**src/rtl/mr_issue_ctl.sv**
```systemverilog
// mr_issue_ctl: decode-to-ALU issue control with a register scoreboard, branch serialisation and taken-branch flush.
// Optional MR_ISSUE_STATS_EN enables the issue/stall statistics counters; otherwise they read as constant 0.
module mr_issue_ctl #(
  parameter int REGSEL_BITS  = 5,
  parameter int MAX_INFLIGHT = 4,
  parameter int CNT_BITS     = 3
) (
  input  logic                   clk,
  input  logic                   rst_n,
  input  logic                   id_valid,
  output logic                   id_ready,
  input  logic [REGSEL_BITS-1:0] id_rs1,
  input  logic                   id_rs1_used,
  input  logic [REGSEL_BITS-1:0] id_rs2,
  input  logic                   id_rs2_used,
  input  logic [REGSEL_BITS-1:0] id_dest_reg,
  input  logic                   id_is_branch,
  output logic                   alu_valid,
  input  logic                   alu_ready,
  input  logic                   alu_jmp_done,
  input  logic                   alu_pc_valid,
  input  logic                   wb_valid,
  input  logic [REGSEL_BITS-1:0] wb_dest_reg,
  output logic                   flush,
  output logic [CNT_BITS-1:0]    inflight,
  output logic                   err,
  output logic [31:0]            stat_issued,
  output logic [31:0]            stat_stalls
);
  localparam int NREG = 2 ** REGSEL_BITS;
  typedef enum logic [1:0] {RUN, BR_WAIT, FLUSH} state_e;
  state_e                state_q;
  logic [NREG-1:0]       pend_q, pend_d;
  logic [CNT_BITS-1:0]   inflight_q, inflight_d;
  logic                  flush_q, err_q, hazard, issue, underflow;
  assign hazard = (id_rs1_used && id_rs1 != '0 && pend_q[id_rs1]) ||
                  (id_rs2_used && id_rs2 != '0 && pend_q[id_rs2]) ||
                  (id_dest_reg != '0 && pend_q[id_dest_reg]);
  assign issue = id_valid && alu_ready && state_q == RUN && !hazard &&
                 inflight_q < CNT_BITS'(MAX_INFLIGHT);
  assign id_ready  = issue;
  assign alu_valid = issue;
  assign flush     = flush_q;
  assign inflight  = inflight_q;
  assign err       = err_q;
  assign underflow = wb_valid && !issue && inflight_q == '0;
  assign inflight_d = (issue && !wb_valid) ? inflight_q + CNT_BITS'(1) :
                      (wb_valid && !issue && !underflow) ? inflight_q - CNT_BITS'(1) : inflight_q;
  // Scoreboard next state: retire clears first so a same-cycle issue to the same reg wins; x0 never pends.
  always_comb begin
    pend_d = pend_q;
    if (wb_valid && wb_dest_reg != '0) pend_d[wb_dest_reg] = 1'b0;
    if (issue && id_dest_reg != '0) pend_d[id_dest_reg] = 1'b1;
    pend_d[0] = 1'b0;
  end
  // Branch FSM plus registered scoreboard, in-flight count, flush pulse and sticky error.
  always_ff @(posedge clk) begin
    if (!rst_n) begin
      state_q    <= RUN;
      pend_q     <= '0;
      inflight_q <= '0;
      flush_q    <= 1'b0;
      err_q      <= 1'b0;
    end else begin
      pend_q     <= pend_d;
      inflight_q <= inflight_d;
      flush_q    <= 1'b0;
      err_q      <= err_q || underflow || (alu_jmp_done && state_q != BR_WAIT);
      case (state_q)
        RUN:     if (issue && id_is_branch) state_q <= BR_WAIT;
        BR_WAIT: if (alu_jmp_done) begin
          state_q <= alu_pc_valid ? FLUSH : RUN;
          flush_q <= alu_pc_valid;
        end
        FLUSH:   state_q <= RUN;
        default: state_q <= RUN;
      endcase
    end
  end
`ifdef MR_ISSUE_STATS_EN
  logic [31:0] issued_q, stalls_q;
  assign stat_issued = issued_q;
  assign stat_stalls = stalls_q;
  // Free-running statistics, wrapping modulo 2**32.
  always_ff @(posedge clk) begin
    if (!rst_n) begin
      issued_q <= '0;
      stalls_q <= '0;
    end else begin
      issued_q <= issued_q + (issue ? 32'd1 : 32'd0);
      stalls_q <= stalls_q + ((id_valid && !issue) ? 32'd1 : 32'd0);
    end
  end
`else
  assign stat_issued = '0;
  assign stat_stalls = '0;
`endif
endmodule

```
**config.mk**
```make
export PLATFORM = sky130hd
export DESIGN_NAME = mr_issue_ctl
export DESIGN_NICKNAME = d
export VERILOG_FILES = /design/src/rtl/mr_issue_ctl.sv
export SDC_FILE = /design/constraint.sdc
export NUM_CORES = 1
export LEC_CHECK = 0
export CAP_MARGIN = 10
export CORE_MARGIN = 3
export CORE_UTILIZATION = 35
export DETAILED_ROUTE_END_ITERATION = 7
export SYNTH_ARGS = -nofsm -noshare
export SYNTH_HDL_FRONTEND = slang
export SYNTH_SLANG_ARGS = --single-unit
```
**constraint.sdc**
```tcl
create_clock -name clk -period 4.6 [get_ports clk]
set_input_delay 1.15 -clock clk [delete_from_list [all_inputs] [get_ports clk]]
set_output_delay 1.15 -clock clk [all_outputs]
set_load 0.01 [all_outputs]
```
* Word-level counts from Yosys, hierarchy flattened
Index checks and enable logic that the tools add are counted.
** Operators by class
- Bitwise logic cells :: 3
- Add/sub/neg operators :: 2
- $lt $le $gt $ge :: 7
- Reduce and logical (&&, ||, !) cells :: 36
- Mux-type cells :: 18
- Eq/ne operators :: 4
** Operator list (count)
- 2-to-1 mux 32 bit :: 2
- AND 32 bit :: 1
- NOT 32 bit :: 1
- OR 32 bit :: 1
- < comparator 5 x 6 -> 1 bit, second input constant :: 4
- nonzero test 5 bit :: 4
- logical AND 1 bit :: 19
- binary-select mux 1 bit (select 5 bit) :: 3
- demux 1 bit (select 5 bit) :: 2
- >= comparator 5 x 1 -> 1 bit, second input constant :: 2
- 2-to-1 mux 2 bit :: 3
- 2-to-1 mux 3 bit :: 2
- 2-to-1 mux 1 bit :: 5
- zero test 1 bit :: 4
- logical OR 1 bit :: 4
- inequality test 2 x 1 -> 1 bit, second input constant :: 2
- one-hot mux 2 bit (2 select lines) :: 1
- adder 3 x 1 -> 3 bit, second input constant :: 1
- zero test 3 bit :: 1
- < comparator 3 bit, second input constant :: 1
- AND reduction 3 bit :: 1
- subtractor 3 x 1 -> 3 bit, second input constant :: 1
- == test 2 x 1 -> 1 bit, second input constant :: 1
- zero test 2 bit :: 1
- other kinds (3) :: 3
** Storage, ports and cells
- Output and inout bits :: 71
- Bits in registers :: 39

* Logic depth before layout (Yosys ltp)
Gate-level depths: netlist of the first run.
- Word-level depth :: 15
- Gate-level depth with buffers :: 13

* Least setup slack after synthesis of the first run
Ideal clock, no wire load.
- Path type :: input -> output
- Start point :: in id_rs2[0]
- End point :: out id_ready
- Required time :: 3.450 ns
- Setup slack :: 0.619 ns
- Arrival time :: 2.831 ns
- Cell stages on the path :: 7
- Path buffers :: 2
- Path through :: buf_6 > mux4_1 > mux4_2 > o22ai_2 > nand3_2 > inv_2 > buf_4
** Between the ends
- Cells in the longest elaborated chain, start to end :: 8
- Elaborated cells between the ends (all ways) :: 10
** RTL lines
- from (decl) :: RTL line 14 : input logic [REGSEL_BITS-1:0] id_rs2,
- binary-select mux 1 bit (select 5 bit) or nonzero test 5 bit (tied branches) :: RTL line 37 : (id_rs2_used && id_rs2 != '0 && pend_q[id_rs2]) ||
- 2-to-1 mux 1 bit (not written as such) or logical AND 1 bit (tied branches) :: RTL line 37
- logical AND 1 bit (*) :: RTL line 37
- logical OR 1 bit (*) :: RTL line 36 : assign hazard = (id_rs1_used && id_rs1 != '0 && pend_q[id_rs1]) ||
- logical OR 1 bit (*) :: RTL line 37
- zero test 1 bit (*) :: RTL line 39 : assign issue = id_valid && alu_ready && state_q == RUN && !hazard &&
- logical AND 1 bit (*) (2 in a row) :: RTL line 39
- to (decl) :: RTL line 11 : output logic id_ready,
Every way passes the cells marked *; elsewhere a longest branch is shown, timed or not. The select of a mux whose other input is x is not followed.

* Worst setup path after layout of the first run
- Start point :: in id_rs1[0]
- End point :: out id_ready
** Between the ends
- Cells in the longest elaborated chain, start to end :: 8
- Elaborated cells between the ends (all ways) :: 10
** RTL lines
- from (decl) :: RTL line 12 : input logic [REGSEL_BITS-1:0] id_rs1,
- binary-select mux 1 bit (select 5 bit) or nonzero test 5 bit (tied branches) :: RTL line 36
- 2-to-1 mux 1 bit (not written as such) or logical AND 1 bit (tied branches) :: RTL line 36
- logical AND 1 bit (*) :: RTL line 36
- logical OR 1 bit (*) :: RTL line 36
- logical OR 1 bit (*) :: RTL line 37
- zero test 1 bit (*) :: RTL line 39
- logical AND 1 bit (*) (2 in a row) :: RTL line 39
Marked as above.

==> summary.txt, run 1 <==
Clock network
  • Clk Latency, worst-skew pair: between 0.2 and 0.3 ns
  • CTS Buf Count: 5
  • TritonCTS clock tree: built
  • Clock Tree Root: clkbuf_8
  • # H-tree levels: 2
  • Clock tree buffer depth: 2
  • Clock sink count: 38
  • CTS clk-pin slew, worst paths: approximately 0.080 ns

Route
  • Final ANT Viol Nets: 0
  • DR WL/cell: 16.7 µm
  • DRC: 0
  • Vias/cell: around 5.3
  • First-pass DRT Iterations: 5
  • Initial drt markers: 181
  • Total Routed Length: roughly 8100 µm
  • Via count: roughly 2600

Timing
  • Worst clock skew: ~0.0046 ns
  • Slew Viols, Final: 0
  • Relative slew slack: between 50% and 60%
  • FMAX: approximately 220 MHz
  • # setup viols final: 0
  • Setup TNS: 0 ns
  • Worst slew pin tran: about 0.66 ns
  • Final hold viol count: 0
  • Final period util: 96.9%
  • Final worst path period need: around 4.5 ns

Worst hold path
  • HP Start: pend_q[16]$_SDFF_PN0_
  • Hold/Removal Path Class: reg -> reg

Logic synthesis
  • Syn. warnings: 0
  • Count of cell types in the netlist: 48
  • Yosys top cell area share: 25.2%
  • Synthesized area per cell: 9.15 µm²
  • Synth Flop Type: dfxtp_1
  • Ranking of synthesized cells by area: dfxtp_1 (25%), buf_4 (16%), mux4_2 (9.0%)
  • Seq/Total Area, Yosys: roughly 25%
  • Yosys top cell by area: dfxtp_1
  • #FFs+latches synth: 38
  • Cells after synthesis: 330
  • Fraction of registers with async set/reset: 0%
  • EDFF count, synth: 0
  • Synthesized area: approximately 3000 µm²

Worst setup path
  • R2r startpoint: pend_q[25]$_SDFF_PN0_
  • Setup crit end kind: output port
  • Crit Path Max Fanout: 5
  • Critical-path cell list: clkdlybuf4s50_1, buf_4, mux4_2, mux2i_1, mux2i_1, o221ai_2, nand3_2, inv_4, clkdlybuf4s15_1
  • CP max stage cell: clkdlybuf4s50_1
  • Crit start category: primary input
  • Critical Path Max Stage Delay: 0.50 ns
  • Critical path type: in -> out
  • Crit path DAT: around 3.3 ns
  • Data required, critical path: between 3 and 4 ns
  • CP startpoint: id_rs1[0]
  • Most used cell, CP: mux2i_1

Global routing
  • Largest net degree at the start of global routing: 21
  • Initial antenna violation count: 0
  • Global route overflow: 0
  • Global-route wire length before repair: approximately 13000 µm
  • Vias in the first global route: around 2400
  • GRT Overall Usage: 16.1%

Layout
  • Share of cells above drive strength 1: a little under a fifth
  • Layout Nets: slightly above 400
  • Area growth syn-to-layout: 15.6%
  • Fill cells: about 830
  • Ant diodes: 0

Flow run
  • Max-cap violations: 0

Pwr
  • Power density cells: roughly 220 nW/µm²
  • Leakage: 1.35 nW
  • IR drop worst, VDD: approximately 0.13 mV
  • Overall power: a little under 800 µW

Floorplan
  • Initial cell density of the core: approximately 36%
  • Row cnt: 33
  • Die ar.: ~9800 µm²
  • Die width: approximately 99 µm
  • Core area: around 8300 µm²
  • Ports: between 100 and 150
  • Height of the die: between 90 and 100 µm

Placement
  • PortBufs: 36
  • Hpwl dp: roughly 6300 µm
  • GP Congestion: around 0.90

Status
  • Status: completed
[critical path, delay by kind of cell]
family / cells / cell delay (ns)
buffers and inverters: 4 / 0.99
multiplexers: 3 / 0.78
AO/OA/AOI/OAI: 1 / 0.23
AND/OR/NAND/NOR: 1 / 0.16
[where the power goes]
part	switching, mW	leakage [nW]	total [mW]	internal, mW
Combinational	0.103	0.999	0.184	0.0807
Clock	0.123	0.0472	0.244	0.121
Sequential	0.00972	0.307	0.346	0.336
Total	0.236	1.35	0.773	0.537
[path summary, 6_finish.rpt]
check,slack (ns),cells past startpoint,to
worst min-delay path,0.50,2,pend_q[16]$_SDFF_PN0_
worst max register to register,1.35,11,inflight[2]$_SDFFE_PN0P_
worst max-delay path,0.14,9,id_ready
worst min register to register,0.50,2,pend_q[16]$_SDFF_PN0_
[cell families after synthesis]
group / after synthesis / synth area share (%)
buffers and inverters: 90 / 20.1
and+or+nand+nor: 85 / 15.3
AOI/OAI and AO/OA: 79 / 18.4
DFF: 38 / 25.2
muxes: 36 / 20.2
adders and majority gates: 1 / 0.663
other: 1 / 0.124
[synthesized netlist by cell type (4+ instances only)]
master and number:
a21oi_1 4, buf_2 5, buf_4 66, clkbuf_1 9, dfxtp_1 38, inv_1 5
mux2i_1 16, mux4_1 6, mux4_2 12, nand2_1 22, nand2b_1 9, nand3_1 18
nand4_1 4, nor2_1 8, nor2b_1 4, o211ai_1 27, o21ai_0 18, o21ai_1 7
o21ai_2 8, o311ai_0 4
[metrics by stage]
stage / instances / util (%) / setup slack (ns) / hold slack [ns] / instance area (µm²)
after floorplan: 393 / - / 0.619 / 0.456 / 3250
after global placement: 478 / 40.8 / -0.363 / 0.494 / 3380
after detailed placement: 478 / 40.8 / -0.377 / 0.496 / 3380
after CTS: 486 / 41.9 / 0.0584 / 0.507 / 3480
after global routing: 487 / 42.0 / -0.00414 / 0.543 / 3490
final: 487 / 42.0 / 0.141 / 0.505 / 3490
[registers in the layout, indices dropped and copies added (netlist names)]
name / cells
inflight: 3
pend_q: 31
flush: 1
err: 1
state_q: 2
[repair_timing]
item	in CTS	in global routing
setup buffers	0	1
endpoints found under the setup margin	2	2
pin swaps	0	2
hold buffers	0	0
endpoints found under the hold margin	0	0
gates resized for setup	3	5
[layout by cell type (no fill, tap or decap), drive strengths merged, types with 5 or more instances in the layout]
master,netlist,final
or4,5,5
o211ai,27,27
nor2,8,8
o21ai,33,33
mux2i,16,16
nand3,19,19
mux4,18,18
clkbuf,9,7
inv,6,6
conb,1,64
dfxtp,38,38
buf,75,29
nand2b,9,9
nand2,22,22
clkdlybuf4s50,0,33
[cell type report]
class	instances	area (µm²)	share of cell area (%)
multi-input combinational	265	1890	54.2
sequential	38	761	21.8
timing repair buffer	65	584	16.8
tap	105	131	3.77
clock buffer	6	82.6	2.37
inverter	6	25.0	0.717
clock inverter	2	12.5	0.359
[layer usage]
metal  track usage [%]  part of all wire (%)
met1              22.5                    45
met2              25.9                    46
met3              2.76                   7.7
met4              4.31                   1.3
met5                 0                     0
No activity file was read; power rests on OpenSTA's default activity.
==> run 2, diff against run 1 <==
--- a/config.mk
+++ b/config.mk
@@ -9,6 +9,7 @@
 export CORE_MARGIN = 3
 export CORE_UTILIZATION = 35
 export DETAILED_ROUTE_END_ITERATION = 7
+export PLACE_DENSITY = 0.76
 export SYNTH_ARGS = -nofsm -noshare
 export SYNTH_HDL_FRONTEND = slang
 export SYNTH_SLANG_ARGS = --single-unit
==> summary.txt, run 2 (synthesis gave the netlist of run 1 again) <==
Status
  • Status: completed (unchanged)

Timing
  • Worst clock skew: 0.00272 ns (was 0.00458 ns)
  • Worst slew pin tran: 0.519 ns (was 0.658 ns)
  • Final period util: 97.6% (was 96.9%)
  • Relative slew slack: 65.3% (was 56.0%)
  • FMAX: 223 MHz (was 224 MHz)
  • Slew Viols, Final: 0 (unchanged)
  • Final hold viol count: 0 (unchanged)
  • Unrepaired setup endpoints after global routing: yes
  • Final worst path period need: 4.49 ns (was 4.46 ns)
  • Final setup margin: 0.109 ns (was 0.141 ns)
  • # setup viols final: 0 (unchanged)

Placement
  • Hpwl dp: 5940 µm (was 6290 µm)
  • GP Congestion: 0.880 (was 0.899)
  • PortBufs: 36 (unchanged)
  • Pre-CTS WS: -0.339 ns (was -0.377 ns)
  • DP Cell Count: 468 (was 478)

Route
  • Via count: 2578 (was 2575)
  • DRC: 0 (unchanged)
  • Final ANT Viol Nets: 0 (unchanged)
  • First-pass DRT Iterations: 5 (unchanged)
  • DR WL/cell: 16.3 µm (was 16.7 µm)
  • Vias/cell: 5.42 (was 5.29)
  • Total Routed Length: 7750 µm (was 8140 µm)
  • Initial drt markers: 215 (was 181)

Layout
  • Most frequent cells in the layout: conb_1 (64), dfxtp_1 (38), clkdlybuf4s50_1 (33), o211ai_1 (27), nand2_1 (22) (was conb_1 (64), dfxtp_1 (38), clkdlybuf4s50_1 (33), buf_4 (28), o211ai_1 (27))
  • Area growth syn-to-layout: 13.7% (was 15.6%)
  • Max reg flops: 31 (unchanged)
  • Final Util: 41.3% (was 42.0%)
  • Layout Nets: 401 (was 412)
  • Share of cells above drive strength 1: 15.9% (was 18.6%)
  • Finished Layout Cells: 476 (was 487)
  • Ant diodes: 0 (unchanged)
  • Largest Register: pend_q (unchanged)
  • Most common cell after layout, fill and taps aside: conb_1 (unchanged)

Worst setup path
  • Crit Path Max Fanout: 8 (was 5)
  • FF-to-FF End: inflight[2]$_SDFFE_PN0P_ (unchanged)
  • Reg-to-reg slack, setup: 1.40 ns (was 1.35 ns)
  • CP max stage cell: clkdlybuf4s50_1 (unchanged)
  • CP top delay family: buffers and inverters (unchanged)
  • Crit path to: id_ready (unchanged)
  • Critical path type: in -> out (unchanged)
  • R2r startpoint: pend_q[17]$_SDFF_PN0_ (was pend_q[25]$_SDFF_PN0_)
  • Reg2Reg Depth: 11 (unchanged)
  • Data required, critical path: 3.45 ns (about the same)
  • Most used cell, CP: mux2i_1 (unchanged)
  • WP buf/inv: 4 (unchanged)
  • Critical-path cell list: clkdlybuf4s50_1, buf_12, mux4_2, mux2i_1, mux2i_1, o221ai_2, nand3_2, inv_2, dlygate4sd2_1 (was clkdlybuf4s50_1, buf_4, mux4_2, mux2i_1, mux2i_1, o221ai_2, nand3_2, inv_4, clkdlybuf4s15_1)
  • Setup crit end kind: output port (unchanged)
  • CP Depth: 9 (unchanged)
  • CP startpoint: id_rs1[0] (unchanged)
  • Critical Path Max Stage Delay: 0.51 ns (was 0.50 ns)
  • Crit start category: primary input (unchanged)
  • Crit path DAT: 3.34 ns (was 3.31 ns)

Floorplan
  • Core area: 8300 µm² (unchanged)
  • Initial cell density of the core: 36.4% (unchanged)
  • Die width: 98.9 µm (unchanged)
  • Row cnt: 33 (unchanged)
  • Die ar.: 9770 µm² (unchanged)
  • Height of the die: 98.9 µm (unchanged)
  • Ports: 101 (unchanged)

Flow run
  • Max-cap violations: 0 (unchanged)

Global routing
  • Initial antenna violation count: 0 (unchanged)
  • Global route overflow: 0 (unchanged)
  • Largest net degree at the start of global routing: 39 (was 21)
  • Grt met3 use: 3.61% (was 2.76%)
  • Global-route wire length before repair: 12000 µm (was 12600 µm)
  • GRT Overall Usage: 15.3% (was 16.1%)
  • Vias in the first global route: 2390 (was 2397)
  • Met1 usage: 20.3% (was 22.5%)
  • Met2 usage: 23.8% (was 25.9%)
  • GRT busiest layer: met2 (unchanged)

Pwr
  • Power density cells: 224 nW/µm² (was 222 nW/µm²)
  • Leakage: 1.31 nW (was 1.35 nW)
  • IR drop worst, VDD: 0.105 mV (was 0.126 mV)
  • Overall power: 769 µW (was 773 µW)

Clock network
  • # H-tree levels: 2 (unchanged)
  • CTS clk-pin slew, worst paths: 0.08 ns (about the same)
  • TritonCTS clock tree: built (unchanged)
  • Clock Tree Root: clkbuf_8 (unchanged)
  • Clk Latency, worst-skew pair: 0.29 ns (about the same)
  • CTS Buf Count: 5 (unchanged)
  • Clock sink count: 38 (unchanged)
  • Clock tree buffer depth: 2 (unchanged)

Worst hold path
  • Hold/Removal Path Class: reg -> reg (unchanged)
-- run 2: cell types whose count changed in the layout (fill, tap and decap cells not counted) --
cell / before / now
clkdlybuf4s15_1: 1 / 0
clkbuf_2: 1 / 0
inv_4: 1 / 0
buf_12: 1 / 3
dlygate4sd2_1: 1 / 3
buf_4: 28 / 15
inv_2: 0 / 1
-- run 2: worst min-delay path by stage --
| stage | from | endpoint | slack, ns | depth (start not counted) |
|---|---|---|---|---|
| floorplan | pend_q[20]$_SDFF_PN0_ | pend_q[20]$_SDFF_PN0_ | 0.46 | 2 |
| global placement | pend_q[20]$_SDFF_PN0_ | pend_q[20]$_SDFF_PN0_ | 0.50 | 2 |
| detailed placement | pend_q[16]$_SDFF_PN0_ | pend_q[16]$_SDFF_PN0_ | 0.51 | 2 |
| global route | pend_q[16]$_SDFF_PN0_ | pend_q[16]$_SDFF_PN0_ | 0.54 | 2 |
| CTS | pend_q[16]$_SDFF_PN0_ | pend_q[16]$_SDFF_PN0_ | 0.52 | 2 |
| finish | pend_q[16]$_SDFF_PN0_ | pend_q[16]$_SDFF_PN0_ | 0.51 | 2 |
-- run 2: cell type report --
type	instances	area [µm²]
Multi-Input combinational cell	265	1890
Clock buffer	6	82.6
Tap cell	105	131
Clock inverter	2	12.5
Inverter	6	22.5
Fill cell	827	4870
Sequential cell	38	761
Timing Repair Buffer	54	529
-- run 2: layer usage --
layer / vias up / wire length [µm]
met5: - / 0
met4: 0 / 189
met3: 22 / 836
met2: 170 / 3480
met1: 1200 / 3240
li1: 1186 / -
-- run 2: worst min-delay path: cells and delay by family (launching register included) --
| family | cells | cell delay [ns] |
|---|---|---|
| simple gates | 1 | 0.07 |
| compound gates | 1 | 0.05 |
| flops | 1 | 0.34 |
-- run 2: repair_timing --
item / CTS / global route
buffers inserted: 0 / 0
hold buffers: 0 / 0
endpoints found under the setup margin: 2 / 2
gates resized for setup: 4 / 0
pin swaps: 1 / 0
-- run 2: report_power, final --
part,internal (mW),leakage [nW],switching (mW)
clock,0.121,0.0472,0.125
combinational,0.0771,0.961,0.101
sequential,0.336,0.307,0.00981
-- run 2: per-stage QoR --
| step | cell area, µm² | hold WS, ns | setup TNS (ns) |
|---|---|---|---|
| after floorplan | 3250 | 0.456 | 0 |
| after global placement | 3330 | 0.500 | -0.648 |
| after detailed placement | 3330 | 0.506 | -0.800 |
| after CTS | 3430 | 0.517 | 0 |
| after global routing | 3430 | 0.545 | -0.0443 |
| final | 3430 | 0.512 | 0 |
